<file path="src/rtl/pwrbtn_press_decoder.sv">
// Power-button press decoder: turns a debounced button level plus a slow tick
// strobe into short/long press pulses, with a post-release lockout window.
module pwrbtn_press_decoder #(
    parameter logic PRESS_LEVEL     = 1'b0,
    parameter int   SHORT_MIN_TICKS = 2,
    parameter int   LONG_TICKS      = 4000,
    parameter int   BLANK_TICKS     = 100
) (
    input  logic       clk,
    input  logic       rst,
    input  logic       en,
    input  logic       tick_en,
    input  logic       btn_db,
    output logic       short_press,
    output logic       long_press,
    output logic       btn_held,
    output logic [1:0] state_o
);

    typedef enum logic [1:0] {
        IDLE    = 2'd0,
        PRESSED = 2'd1,
        HELD    = 2'd2,
        BLANK   = 2'd3
    } state_t;

    generate
        if (LONG_TICKS < 1 || LONG_TICKS > 65535 || BLANK_TICKS < 1 ||
            BLANK_TICKS > 65535 || SHORT_MIN_TICKS < 0 ||
            SHORT_MIN_TICKS >= LONG_TICKS) begin : g_param_chk
            $error("pwrbtn_press_decoder: illegal tick parameters");
        end
    endgenerate

    localparam logic [16:0] LONG_L  = 17'(LONG_TICKS);
    localparam logic [16:0] BLANK_L = 17'(BLANK_TICKS);
    localparam logic [15:0] SHORT_L = 16'(SHORT_MIN_TICKS);

    state_t      state_q, state_d;
    logic [15:0] cnt_q, cnt_d;
    logic        btn_q, btn_d;
    logic        short_q, short_d;
    logic        long_q, long_d;
    logic        held_q, held_d;
    logic        pressed;
    logic [16:0] cnt_inc;

    assign pressed = (btn_q == PRESS_LEVEL);
    // One bit wider so a compare against 65535 never sees a wrapped value.
    assign cnt_inc = {1'b0, cnt_q} + 17'd1;

    always_comb begin
        btn_d   = btn_db;
        state_d = state_q;
        cnt_d   = cnt_q;
        short_d = 1'b0;
        long_d  = 1'b0;
        if (!en) begin
            state_d = IDLE;
            cnt_d   = '0;
        end else begin
            case (state_q)
                IDLE: begin
                    cnt_d = '0;
                    if (pressed) state_d = PRESSED;
                end
                PRESSED: begin
                    // Release beats a coincident tick and is judged on the old count.
                    if (!pressed) begin
                        cnt_d = '0;
                        if (cnt_q >= SHORT_L) begin
                            short_d = 1'b1;
                            state_d = BLANK;
                        end else begin
                            state_d = IDLE;
                        end
                    end else if (tick_en) begin
                        cnt_d = cnt_inc[15:0];
                        if (cnt_inc == LONG_L) begin
                            long_d  = 1'b1;
                            state_d = HELD;
                        end
                    end
                end
                HELD: begin
                    if (!pressed) begin
                        cnt_d   = '0;
                        state_d = BLANK;
                    end
                end
                BLANK: begin
                    if (tick_en) begin
                        if (cnt_inc == BLANK_L) begin
                            cnt_d   = '0;
                            state_d = IDLE;
                        end else begin
                            cnt_d = cnt_inc[15:0];
                        end
                    end
                end
                default: begin
                    state_d = IDLE;
                    cnt_d   = '0;
                end
            endcase
        end
        held_d = (state_d == PRESSED) || (state_d == HELD);
    end

    always_ff @(posedge clk) begin
        if (rst) begin
            state_q <= IDLE;
            cnt_q   <= '0;
            btn_q   <= ~PRESS_LEVEL;
            short_q <= 1'b0;
            long_q  <= 1'b0;
            held_q  <= 1'b0;
        end else begin
            state_q <= state_d;
            cnt_q   <= cnt_d;
            btn_q   <= btn_d;
            short_q <= short_d;
            long_q  <= long_d;
            held_q  <= held_d;
        end
    end

    assign short_press = short_q;
    assign long_press  = long_q;
    assign btn_held    = held_q;
    assign state_o     = state_q;

endmodule

</file>
<file path="config.mk">
export PLATFORM = sky130hd
export DESIGN_NAME = pwrbtn_press_decoder
export DESIGN_NICKNAME = d
export VERILOG_FILES = /design/src/rtl/pwrbtn_press_decoder.sv
export SDC_FILE = /design/constraint.sdc
export NUM_CORES = 1
export LEC_CHECK = 0
export CORE_MARGIN = 2
export CORE_UTILIZATION = 53
export DETAILED_ROUTE_END_ITERATION = 12
export GPL_TIMING_DRIVEN = 0
export PLACE_DENSITY = 0.81
export SLEW_MARGIN = 10
export SYNTH_ARGS = -nofsm -noshare
export SYNTH_HDL_FRONTEND = slang
export SYNTH_SLANG_ARGS = --single-unit
</file>
<file path="constraint.sdc">
create_clock -name clk -period 2.3 [get_ports clk]
set_clock_uncertainty 0.05 [all_clocks]
set_input_delay 0.345 -clock clk [delete_from_list [all_inputs] [get_ports clk]]
set_output_delay 0.345 -clock clk [all_outputs]
set_load 0.02 [all_outputs]
</file>
==> Word-level counts from Yosys, hierarchy flattened <==
Index checks and enable logic that the tools add are counted.
Widths: inputs -> output; s select.
{ "totals": {"regBits": 22, "inputBits": 5, "output_inout_bits": 5, "elab_cells": 46} }
{ "classes": {"n_addsub": 1, "n_lt_le_gt_ge": 1, "n_eq_ne": 10, "n_mux": 18, "bitwise": 4, "n_reduce_logical": 6} }
{ "op_table": {"columns": ["op", "n"], "rows": [
  ["$mux 16", 5],
  ["$pmux 16 s4", 1],
  ["$mux 2", 9],
  ["$add 16x1->17 const B", 1],
  ["$eq 17x12->1 const B", 1],
  ["$eq 17x7->1 const B", 1],
  ["$ge 16x2->1 const B", 1],
  ["$pmux 2 s4", 1],
  ["$eq 2x2->1 const B", 3],
  ["$reduce_or 5->1", 1],
  ["$eq 2x1->1 const B", 2],
  ["$ne 2x2->1 const B", 2],
  ["$not 1->1", 4],
  ["$reduce_or 4->1", 1],
  ["$ne 3x3->1 const B", 1],
  ["$reduce_and 3->1", 1],
  ["$logic_not 2->1", 1],
  ["$mux 1", 2],
  ["$reduce_or 2->1", 1],
  ["$logic_or 1x1->1", 1]
]} }

==> Logic depth before layout (Yosys ltp) <==
Gate-level depths: netlist (run 1).
{ "logic_depth": {"depth_word": 9, "depth_mapped": 11, "mapped_depth_nobuf": 10} }

==> Worst setup path after synthesis (run 1) <==
OpenSTA, ideal clock, no wires.
{ "synth_timing": {"kind": "register to register", "startpoint": "register cnt_q[1]", "endpoint": "register held_q (netlist: btn_held)", "setup_ps": 114, "t_arrival_ps": 2292, "t_required_ps": 2136, "slack_ps": -156, "stages_incl_launch_ff": 11, "n_path_buf": 1, "period_less_slack_ps": 2456, "cell_sequence": "dfxtp_1 > ha_1 > buf_2 > nand3_2 > nor2_4 > xnor2_1 > or4_4 > o21ba_1 > a311oi_2 > xor2_1 > nor2_1"} }
{ "synth_between": {"elab_chain_len": 9, "elab_cells_between_ends": 15, "cone_classes": "add/sub: 1; order compare: 1; eq/ne: 4; mux: 8; reduce/logical: 1"} }
{ "synth_rtl": {"columns": ["element", "line", "text"], "rows": [
  ["from (decl)", "40", "logic [15:0] cnt_q, cnt_d;"],
  ["from (signal assigned)", "120", "cnt_q <= cnt_d;"],
  ["$add 16x1->17", "50", "assign cnt_inc = {1'b0, cnt_q} + 17'd1;"],
  ["$eq 17x12->1", "79", "if (cnt_inc == LONG_L) begin"],
  ["$mux 2", "79", null],
  ["$mux 2", "77", "end else if (tick_en) begin"],
  ["$mux 2", "69", "if (!pressed) begin"],
  ["$pmux 2 s4 *", "62", "case (state_q)"],
  ["$mux 2 *", "58", "if (!en) begin"],
  ["$eq 2x1->1 or $eq 2x2->1 (tied branches)", "107", "held_d = (state_d == PRESSED) || (state_d == HELD);"],
  ["$logic_or 1x1->1 *", "107", null],
  ["to (signal assigned)", "124", "held_q <= held_d;"],
  ["to (decl)", "44", "logic held_q, held_d;"]
]} }
Mark *: on every way between the ends. The rest lies on a longest branch, timed or not.
A chain may end at the register's enable or synchronous reset.

==> Worst setup path in the final report (run 1) <==
{ "layout_timing": {"startpoint": "register cnt_q[0]", "endpoint": "register cnt_q[4]"} }
{ "layout_between": {"elab_chain_len": 5, "elab_cells_between_ends": 7, "cone_classes": "add/sub: 1; eq/ne: 1; mux: 5"} }
{ "layout_rtl": {"columns": ["element", "line", "text"], "rows": [
  ["$add 16x1->17 *", "50", null],
  ["$eq 17x7->1", "93", "if (cnt_inc == BLANK_L) begin"],
  ["$mux 16", "93", null],
  ["$mux 16", "92", "if (tick_en) begin"],
  ["$pmux 16 s4 *", "62", null]
]} }
Mark *: on every way between the ends. The rest lies on a longest branch, timed or not. The select of a mux whose other input is x is not followed.

==> impl_metrics.toml, run 1 <==
[detailed_routing]
drt-total-wl_um = 6380
drt-vias-per-instance = 7.16
drc = 0
via_count = 1969
wire_per_inst_um = 23.2
drt-initial-drc-count = 220
drtPass1Iterations = 5
ant_nets = 0

[min_path]
min-delay-path-class = "flop to flop"
holdPathStages = 1

[yosys]
async_flop_share_pct = 0
synth_nets = 197
avgSynthCellArea_um2 = 8.45
syn_inst = 190
synth_area_um2 = 1610
synth-edff-count = 0
yosysUniqueCellTypes = 58
yosys_register_bits = 22
synth_ff_type = "dfxtp_1"
yosysWarnings = 0
ys_seq_area_share_pct = 27.4

[worst_setup_path]
path_delay_family = "compound AO/OA/AOI/OAI gates"
crit_slowest_cell = "dfxtp_4"
r2r_cells = 13
cp.required_ns = 2.50
crit_type = "flop to flop"
critPathArrivalTime_ns = 2.88
worstPathMaxFanout = 7
cp.depth = 13
cp_common_cell = "buf_6"
path_buf_inv = 4
start_kind = "flop"
crit_chain = "ha_4 > buf_6 > buf_6 > nand2_2 > a211o_1 > o221ai_4 > nor4_4 > buf_4 > a31o_4 > nor2_4 > buf_6 > a21oi_2 > a31oi_1"
critPathMaxStageDelay_ns = 0.40
endpoint_kind = "flop"

[sta]
setup_viol = 20
fmax_mhz = 374
hold_viol = 0
setup-tns-final_ns = -5.63
setup_ws_ns = -0.377
timing.slew.headroom_pct = 53.0
fin_crit_sh_pct = 116
drv_slew = 0
grt_setup_unrepaired = "yes"
worst_pin_slew_ns = 0.703
min_period_ns = 2.68

[outcome]
violations = "setup timing"
status = "finished, violations left"

[die]
fp.dieW_um = 59.0
core_um2 = 2810
die_h_um = 59.0
placementRows = 19
die_area_um2 = 3490
ios = 10
start_util_pct = 57.2

[clocking]
cts_sinks = 22
cts_tree = "done"
cts.path.max_buffers = 2
worstSkewPairLatency_ns = 0.33
cts-htree-levels = 1
cts_buffers = 3
clk_pin_slew_ns = 0.14
root_buffer = "clkbuf_4"

[power_and_ir_drop]
power_w = 0.000734
ir_worst_vdd_mv = 0.438
powerDensity_nw_per_um2 = 297
leakage_nw = 0.959

[global_route]
grt_pass1_wl_um = 7620
globalRouteOverflowTotal = 0
grt_pass1_vias = 1564
grt_antenna_before_repair = 0
grt.total_usage_pct = 28.8
grt_max_degree = 14

[cells_and_area]
fillCellCount = 117
area_delta_synth_final_pct = 54.0
multi_input_area_um2 = 1340
fin_nets = 252
regArea_um2 = 457
antenna_cells = 0
drive_gt1_share_pct = 49.2
fin_cells = 275

[placed_design]
port_buffers = 9
dp_hpwl_um = 2890
dp.cells = 230
place_congestion = 0.890

[run]
drv_cap = 0
==> layout by cell type (no fill, tap or decap), types with 4 or more instances in the layout <==
master and count:
dfxtp_1 15, buf_4 37, nor2_1 8, clkbuf_4 6
nand3_1 8, a21oi_2 6, inv_1 5, nand2_2 4
a31oi_1 6, nand2_1 18, nand4_1 5, xnor2_1 5
clkdlybuf4s50_1 9, dfxtp_2 4, buf_6 15, and3_1 4
o21a_1 4
==> synthesized netlist by cell type (all sizes together), types with 2 or more instances <==
cell	instances	share of area [%]
o22ai	2	0.78
dfxtp	22	27
a22o	3	1.6
and3	4	1.6
o41ai	2	2.0
a21oi	6	1.9
a31oi	7	2.7
o21ai	8	2.5
nor4	3	2.1
nand2b	2	0.78
nand4	7	4.6
o221ai	2	1.5
or2	2	0.78
nor2	12	3.7
nand2	22	5.3
nand3	12	5.1
o31ai	2	0.94
inv	5	1.2
ha	2	1.6
and4	3	1.6
o21a	4	1.9
buf	14	6.2
xnor2	5	2.7
nor2b	2	0.78
or3	3	1.5
a311oi	2	1.5
mux2i	2	1.2
nand3b	2	0.94
or4	3	1.6
nor3	7	2.2
xor2	4	2.2
==> state kept, by name, indices dropped and copies added, names as in the netlist <==
signal / count
long_press: 1
cnt_q: 16
state_o: 2
btn_held: 1
btn_q: 1
short_press: 1
==> logic make-up (layout without fill, tap and decap cells) <==
logic type / count (synthesis) / in the layout / share of synthesized area, %
compound gates: 48 / 48 / 23.1
flops: 22 / 22 / 27.4
buf+inv: 20 / 74 / 7.64
fa+ha+maj: 2 / 2 / 1.56
xor+xnor: 9 / 9 / 4.91
mux: 2 / 2 / 1.25
simple gates: 87 / 87 / 34.1
==> through the flow <==
stage	util (%)	instance area [um^2]	hold slack (ns)	setup WS (ns)
finish	88.1	2470	0.525	-0.377
detailed placement	62.3	1750	0.480	-0.497
global placement	62.3	1750	0.455	-0.494
CTS	74.2	2080	0.494	-0.307
floorplan	-	1620	0.399	0.00336
global route	88.1	2470	0.528	-0.485
==> final timing paths <==
kind	start	to	slack [ns]
min	btn_q	short_press	0.52
max	cnt_q[0]	cnt_q[4]	-0.38
max reg2reg	cnt_q[0]	cnt_q[4]	-0.38
min reg2reg	btn_q	short_press	0.52
==> what timing repair did <==
action	CTS	global route
hold buffers	0	0
resized for setup	37	46
setup endpoints to repair	19	20
setup buffers	17	24
cloned	1	0
pin swaps	24	27
==> area by class of cell <==
class	instances	share of cell area, %
multi-input cells	148	54.3
repair buffers	51	17.5
clock inverters	1	1.21
clock buffers	3	0.911
well taps	31	1.57
inverters	5	0.759
flip-flops and latches	22	18.5
plain buffers	14	5.31
==> power by group <==
group          switching [W]  internal (W)
clock               0.000137      0.000176
sequential        0.00000177      0.000379
combinational      0.0000213     0.0000181
total               0.000160      0.000574
==> per-layer routing <==
layer,up-vias,track usage (%),part of all wire (%)
met1,905,40.8,39
met4,0,12.0,6.0
met5,-,0,0
met3,53,4.80,11
li1,824,-,-
met2,187,43.3,44
Power figures use the tool's default switching activity.
==> inputs of run 2 (changes only) <==
MAX_ROUTING_LAYER = met4   (was default)
==> run 2 against run 1 <==
The run still ends with setup timing left. Register-to-register slack worse by 0.11 ns. Clock power up 3%. Setup slack got worse by 0.11 ns. Highest routed layer unchanged. Final area shrank 2.5%. Flip-flop and latch count did not move. Critical path type unchanged. First-iteration DRC count is 37% higher. Worst hold slack lost 0.0038 ns. Power is 1.2% higher. Combinational power down 3%.
==> impl_metrics.toml, run 2 (synthesis gave the netlist of run 1 again) <==
[outcome]
status = "finished, violations left"
violations = "setup timing"

[min_path]
min-delay-path-class = "flop to flop"

[die]
ios = 10
die_area_um2 = 3490
placementRows = 19
core_um2 = 2810
die_h_um = 59.0
start_util_pct = 57.2
fp.dieW_um = 59.0

[worst_setup_path]
crit_slowest_cell = "o41ai_4"
path_buf_inv = 3
critPathArrivalTime_ns = 2.98
path_delay_family = "compound AO/OA/AOI/OAI gates"
endpoint_kind = "flop"
crit_chain = "buf_8 > nand4_4 > o41ai_4 > o221ai_4 > nor4_4 > buf_4 > buf_6 > a31oi_4 > o21a_1 > o211ai_1 > o31ai_1"
start_kind = "flop"
crit_type = "flop to flop"
critPathMaxStageDelay_ns = 0.51
worstPathMaxFanout = 6
cp.required_ns = 2.49

[sta]
grt_setup_unrepaired = "yes"
setup_viol = 19
worst_pin_slew_ns = 0.623
setup-tns-final_ns = -6.33
min_period_ns = 2.79
drv_slew = 0
hold_viol = 0
timing.slew.headroom_pct = 58.3
fin_crit_sh_pct = 121
setup_ws_ns = -0.490
fmax_mhz = 358

[clocking]
cts.path.max_buffers = 2
clk_pin_slew_ns = 0.14
worstSkewPairLatency_ns = 0.34
cts_tree = "done"
root_buffer = "clkbuf_4"
cts-htree-levels = 1
cts_hold_buf = 0
cts_buffers = 3
cts_sinks = 22

[cells_and_area]
drive_gt1_share_pct = 45.5
stdcell_area_um2 = 2410
largest_register_ffs = 16
final_common_cell = "buf_4"
fin_nets = 250
area_delta_synth_final_pct = 50.2
largest-register = "cnt_q"
fillCellCount = 136
fin_cells = 273
antenna_cells = 0
final_cell_mix = "buf_4, nand2_1, dfxtp_1"

[power_and_ir_drop]
powerDensity_nw_per_um2 = 308
seq_power_share_pct = 51.6
combPwrFrac_pct = 5.2
cellInternalPower_w = 0.000575
ir_worst_vdd_mv = 0.395
p_sw_w = 0.000168
leakage_nw = 0.954
clkPwrFrac_pct = 43.3
switching_share_pct = 22.6

[placed_design]
place_area_um2 = 1750
port_buffers = 9
place_congestion = 0.900
dp_hpwl_um = 2830
dp.cells = 230

[detailed_routing]
drc = 0
drtPass1Iterations = 7
wire_per_inst_um = 23.6
ant_nets = 0
drt-vias-per-instance = 7.18
drt-initial-drc-count = 301
via_count = 1959
drt-total-wl_um = 6440

[global_route]
grt.total_usage_pct = 30.9
globalRouteOverflowTotal = 0
grt_max_degree = 14
grt_antenna_before_repair = 0
grt_pass1_vias = 1614
grt_pass1_wl_um = 7800

[run]
drv_cap = 0
## run 2: power groups by stage
| stage | Clock [W] | Sequential (W) | Combinational [W] |
|---|---|---|---|
| 4_1_cts | 0.000314 | 0.000382 | 0.0000337 |
| 6_report | 0.000321 | 0.000383 | 0.0000384 |
| 2_1_floorplan | 0 | 0.000394 | 0.0000150 |
| 3_5_place_dp | 0 | 0.000393 | 0.0000298 |
| 5_1_grt | 0.000332 | 0.000383 | 0.0000391 |
| 3_3_place_gp | 0 | 0.000393 | 0.0000291 |
## run 2: tightest hold or removal path: cells and delay by family (launching register included)
kind,cells,cell delay (ns)
buffers and inverters,1,0.12
flip-flops,1,0.36
AO/OA/AOI/OAI,1,0.07
## run 2: area by class of cell
cell class              instances  area (um^2)  area share [%]
inverters                       5         18.8           0.778
clock buffers                   3         22.5           0.934
plain buffers                  15          139            5.76
repair buffers                 48          433            18.0
well taps                      31         38.8            1.61
multi-input cells             148         1270            52.9
clock inverters                 1         30.0            1.25
flip-flops and latches         22          454            18.8
## run 2: final timing paths
path                            startpoint        end  slack (ns)  cells past startpoint
worst min register to register    cnt_q[6]   cnt_q[6]        0.52                      2
worst min-delay path              cnt_q[6]   cnt_q[6]        0.52                      2
worst max register to register    cnt_q[7]  cnt_q[13]       -0.49                     11
worst max-delay path              cnt_q[7]  cnt_q[13]       -0.49                     11
## run 2: layer usage
metal	up-vias	track usage [%]	wire [um]
li1	814	-	-
met1	902	38.2	2430
met2	186	47.8	2880
met3	57	5.68	778
met4	0	15.9	349
met5	-	-	0
## run 2: through the flow
step,hold WS (ns),total power (W),util [%],worst slack (ns)
after floorplan,0.399,0.000409,-,0.00336
after global placement,0.454,0.000422,62.3,-0.488
after detailed placement,0.465,0.000423,62.3,-0.493
after CTS,0.499,0.000730,74.3,-0.291
after global routing,0.535,0.000754,86.0,-0.576
final,0.521,0.000742,86.0,-0.490
## run 2: timing repair
action | CTS | global route
endpoints found under the setup margin | 19 | 20
pin swaps | 21 | 16
endpoints found under the hold margin | 0 | 0
gates cloned | 1 | 0
setup buffers | 15 | 23
resized for setup | 39 | 32
==> inputs of run 3 (changes only) <==
ABC_AREA = 1   (was default)
CAP_MARGIN = 15   (was default)
==> run 3 against run 2 <==
The flow now finishes without violations. Non-clock buffer count down 45. Critical path depth up 5. Synthesized area up 2.2%. Flip-flop and latch count unchanged. Highest routed layer unchanged. Final cell count up 15%.
==> impl_metrics.toml, run 3 <==
[die]
start_util_pct = 54.6
core_um2 = 3000
die_h_um = 59.6
placementRows = 20
fp.dieW_um = 59.6
die_area_um2 = 3560
ios = 10

[yosys]
synth_nets = 270
synth-edff-count = 0
synth_ff_type = "dfxtp_1"
synth_top_cell_area_share_pct = 26.8
async_flop_share_pct = 0
synth_top_cells_by_count = "nand2_1, inv_1, nor2_1"
synth_largest_area_cell = "dfxtp_1"
yosysUniqueCellTypes = 26
ys_top_cells_by_area = "dfxtp_1, nand2_1, inv_1, nand3_1, nor2_1"
ys_seq_area_share_pct = 26.8
yosys_register_bits = 22
yosysWarnings = 0
syn_inst = 263
avgSynthCellArea_um2 = 6.24
synth_area_um2 = 1640
yosysMostFrequentCell = "nand2_1"

[clocking]
cts_buffers = 3
worstSkewPairLatency_ns = 0.33
cts_sinks = 22
cts-htree-levels = 1
cts.path.max_buffers = 2
cts_tree = "done"
clk_pin_slew_ns = 0.13
root_buffer = "clkbuf_4"

[worst_setup_path]
critPathMaxStageDelay_ns = 0.39
path_buf_inv = 2
critPathArrivalTime_ns = 2.35
path_delay_family = "simple AND/OR/NAND/NOR gates"
r2r_slack_ns = 0.11
crit_slowest_cell = "dfxtp_2"
start_kind = "flop"
endpoint_kind = "flop"
r2r_start = "cnt_q[0]"
cp.required_ns = 2.46
crit_chain = "ha_4 > nand2_2 > nor2_4 > nand3_1 > nand2_1 > nand2_1 > nor2_1 > nand2_1 > nor2_2 > and2_4 > nand2_4 > nand2_4 > inv_4 > buf_12 > nand2_2 > a21oi_2"
cp_common_cell = "nand2_1"
r2r_cells = 16
worstPathMaxFanout = 10
crit_type = "flop to flop"
r2r-end = "cnt_q[3]"

[cells_and_area]
area_delta_synth_final_pct = 17.4
drive_gt1_share_pct = 23.0
fin_cells = 315
largest_register_ffs = 16
final_common_cell = "nand2_1"
final_cell_mix = "nand2_1, inv_1, nor2_1"
fin_nets = 290
largest-register = "cnt_q"
antenna_cells = 0
finish.utilization_pct = 64.1

[run]
drv_cap = 0

[min_path]
min-delay-path-class = "flop to flop"
worstHoldEndpoint = "cnt_q[5]"
min_from = "cnt_q[5]"
holdPathStages = 2

[detailed_routing]
drt-vias-per-instance = 5.24
wire_per_inst_um = 12.1
drc = 0
drt-initial-drc-count = 130
drt-total-wl_um = 3810
ant_nets = 0
drtPass1Iterations = 4
via_count = 1652

[sta]
fin_crit_sh_pct = 95.1
hold_viol = 0
setup_viol = 0
min_period_ns = 2.19
worst_pin_slew_ns = 0.584
hold_ws_ns = 0.476
timing.slew.headroom_pct = 61.1
fmax_mhz = 457
drv_slew = 0

[power_and_ir_drop]
power_w = 0.000731
powerDensity_nw_per_um2 = 380
leakage_nw = 0.775
ir_worst_vdd_mv = 0.217

[placed_design]
dp.cells = 305
dp_hpwl_um = 2740
place_congestion = 0.907
port_buffers = 9

[global_route]
grt_max_degree = 14
grt.total_usage_pct = 22.2
globalRouteOverflowTotal = 0
grt_pass1_wl_um = 5910
grt_antenna_before_repair = 0
grt_pass1_vias = 1368

[outcome]
status = "finished, final reports clean"
run 3: where the power goes:
part	switching [W]	internal [W]
logic	0.0000213	0.0000139
registers	0.00000211	0.000382
clock network	0.000135	0.000177
run 3: how the worst max path moves through the flow:
stage | slack (ns) | to | depth (start not counted) | startpoint
after floorplan | 0.21 | cnt_q[4] | 15 | cnt_q[1]
after global placement | -0.1 | cnt_q[3] | 16 | cnt_q[1]
after detailed placement | -0.12 | cnt_q[3] | 16 | cnt_q[1]
after CTS | 0.03 | cnt_q[3] | 16 | cnt_q[1]
after global routing | -0.02 | cnt_q[3] | 16 | cnt_q[0]
final | 0.11 | cnt_q[3] | 16 | cnt_q[0]
run 3: through the flow:
step                      setup TNS, ns  setup WS [ns]  area [um^2]
after detailed placement          -1.11         -0.117         1770
after global placement           -0.883        -0.0995         1770
after floorplan                       0          0.207         1640
final                                 0          0.113         1930
after global routing            -0.0697        -0.0191         1930
after CTS                             0         0.0265         1850
run 3: layout make-up:
type                    count  area (um^2)
plain buffers               3         27.5
multi-input cells         202         1070
clock inverters             1         30.0
repair buffers             15          139
fillers                   290         1080
well taps                  33         41.3
flip-flops and latches     22          454
inverters                  36          138
clock buffers               3         22.5
run 3: timing repair:
| action | in CTS | in global routing |
|---|---|---|
| endpoints found under the setup margin | 16 | 17 |
| hold buffers | 0 | 0 |
| gates resized for setup | 6 | 17 |
| pin swaps | 1 | 5 |
| hold endpoints to repair | 0 | 0 |
| cloned | 0 | 0 |
| buffers inserted | 2 | 4 |
run 3: routing by layer:
layer,global-route usage (%),routed length [um],up-vias
li1,-,-,866
met1,28.2,1850,755
met2,36.7,1800,26
met3,1.97,100,5
met4,7.94,60,0
met5,-,0,-
run 3: logic make-up after synthesis:
family	after synthesis	share of synthesized area, %
adder cells (fa/ha/maj)	2	1.53
AND/OR/NAND/NOR	175	50.8
buffers and inverters	39	10.1
flip-flops	22	26.8
AO/OA/AOI/OAI	22	9.15
XOR/XNOR	3	1.60
run 3: worst min-delay path, cell delays in order, from the launching register on:
cell and delay, ns:
dfxtp_2 0.37, nand2_1 0.07, a21oi_1 0.06
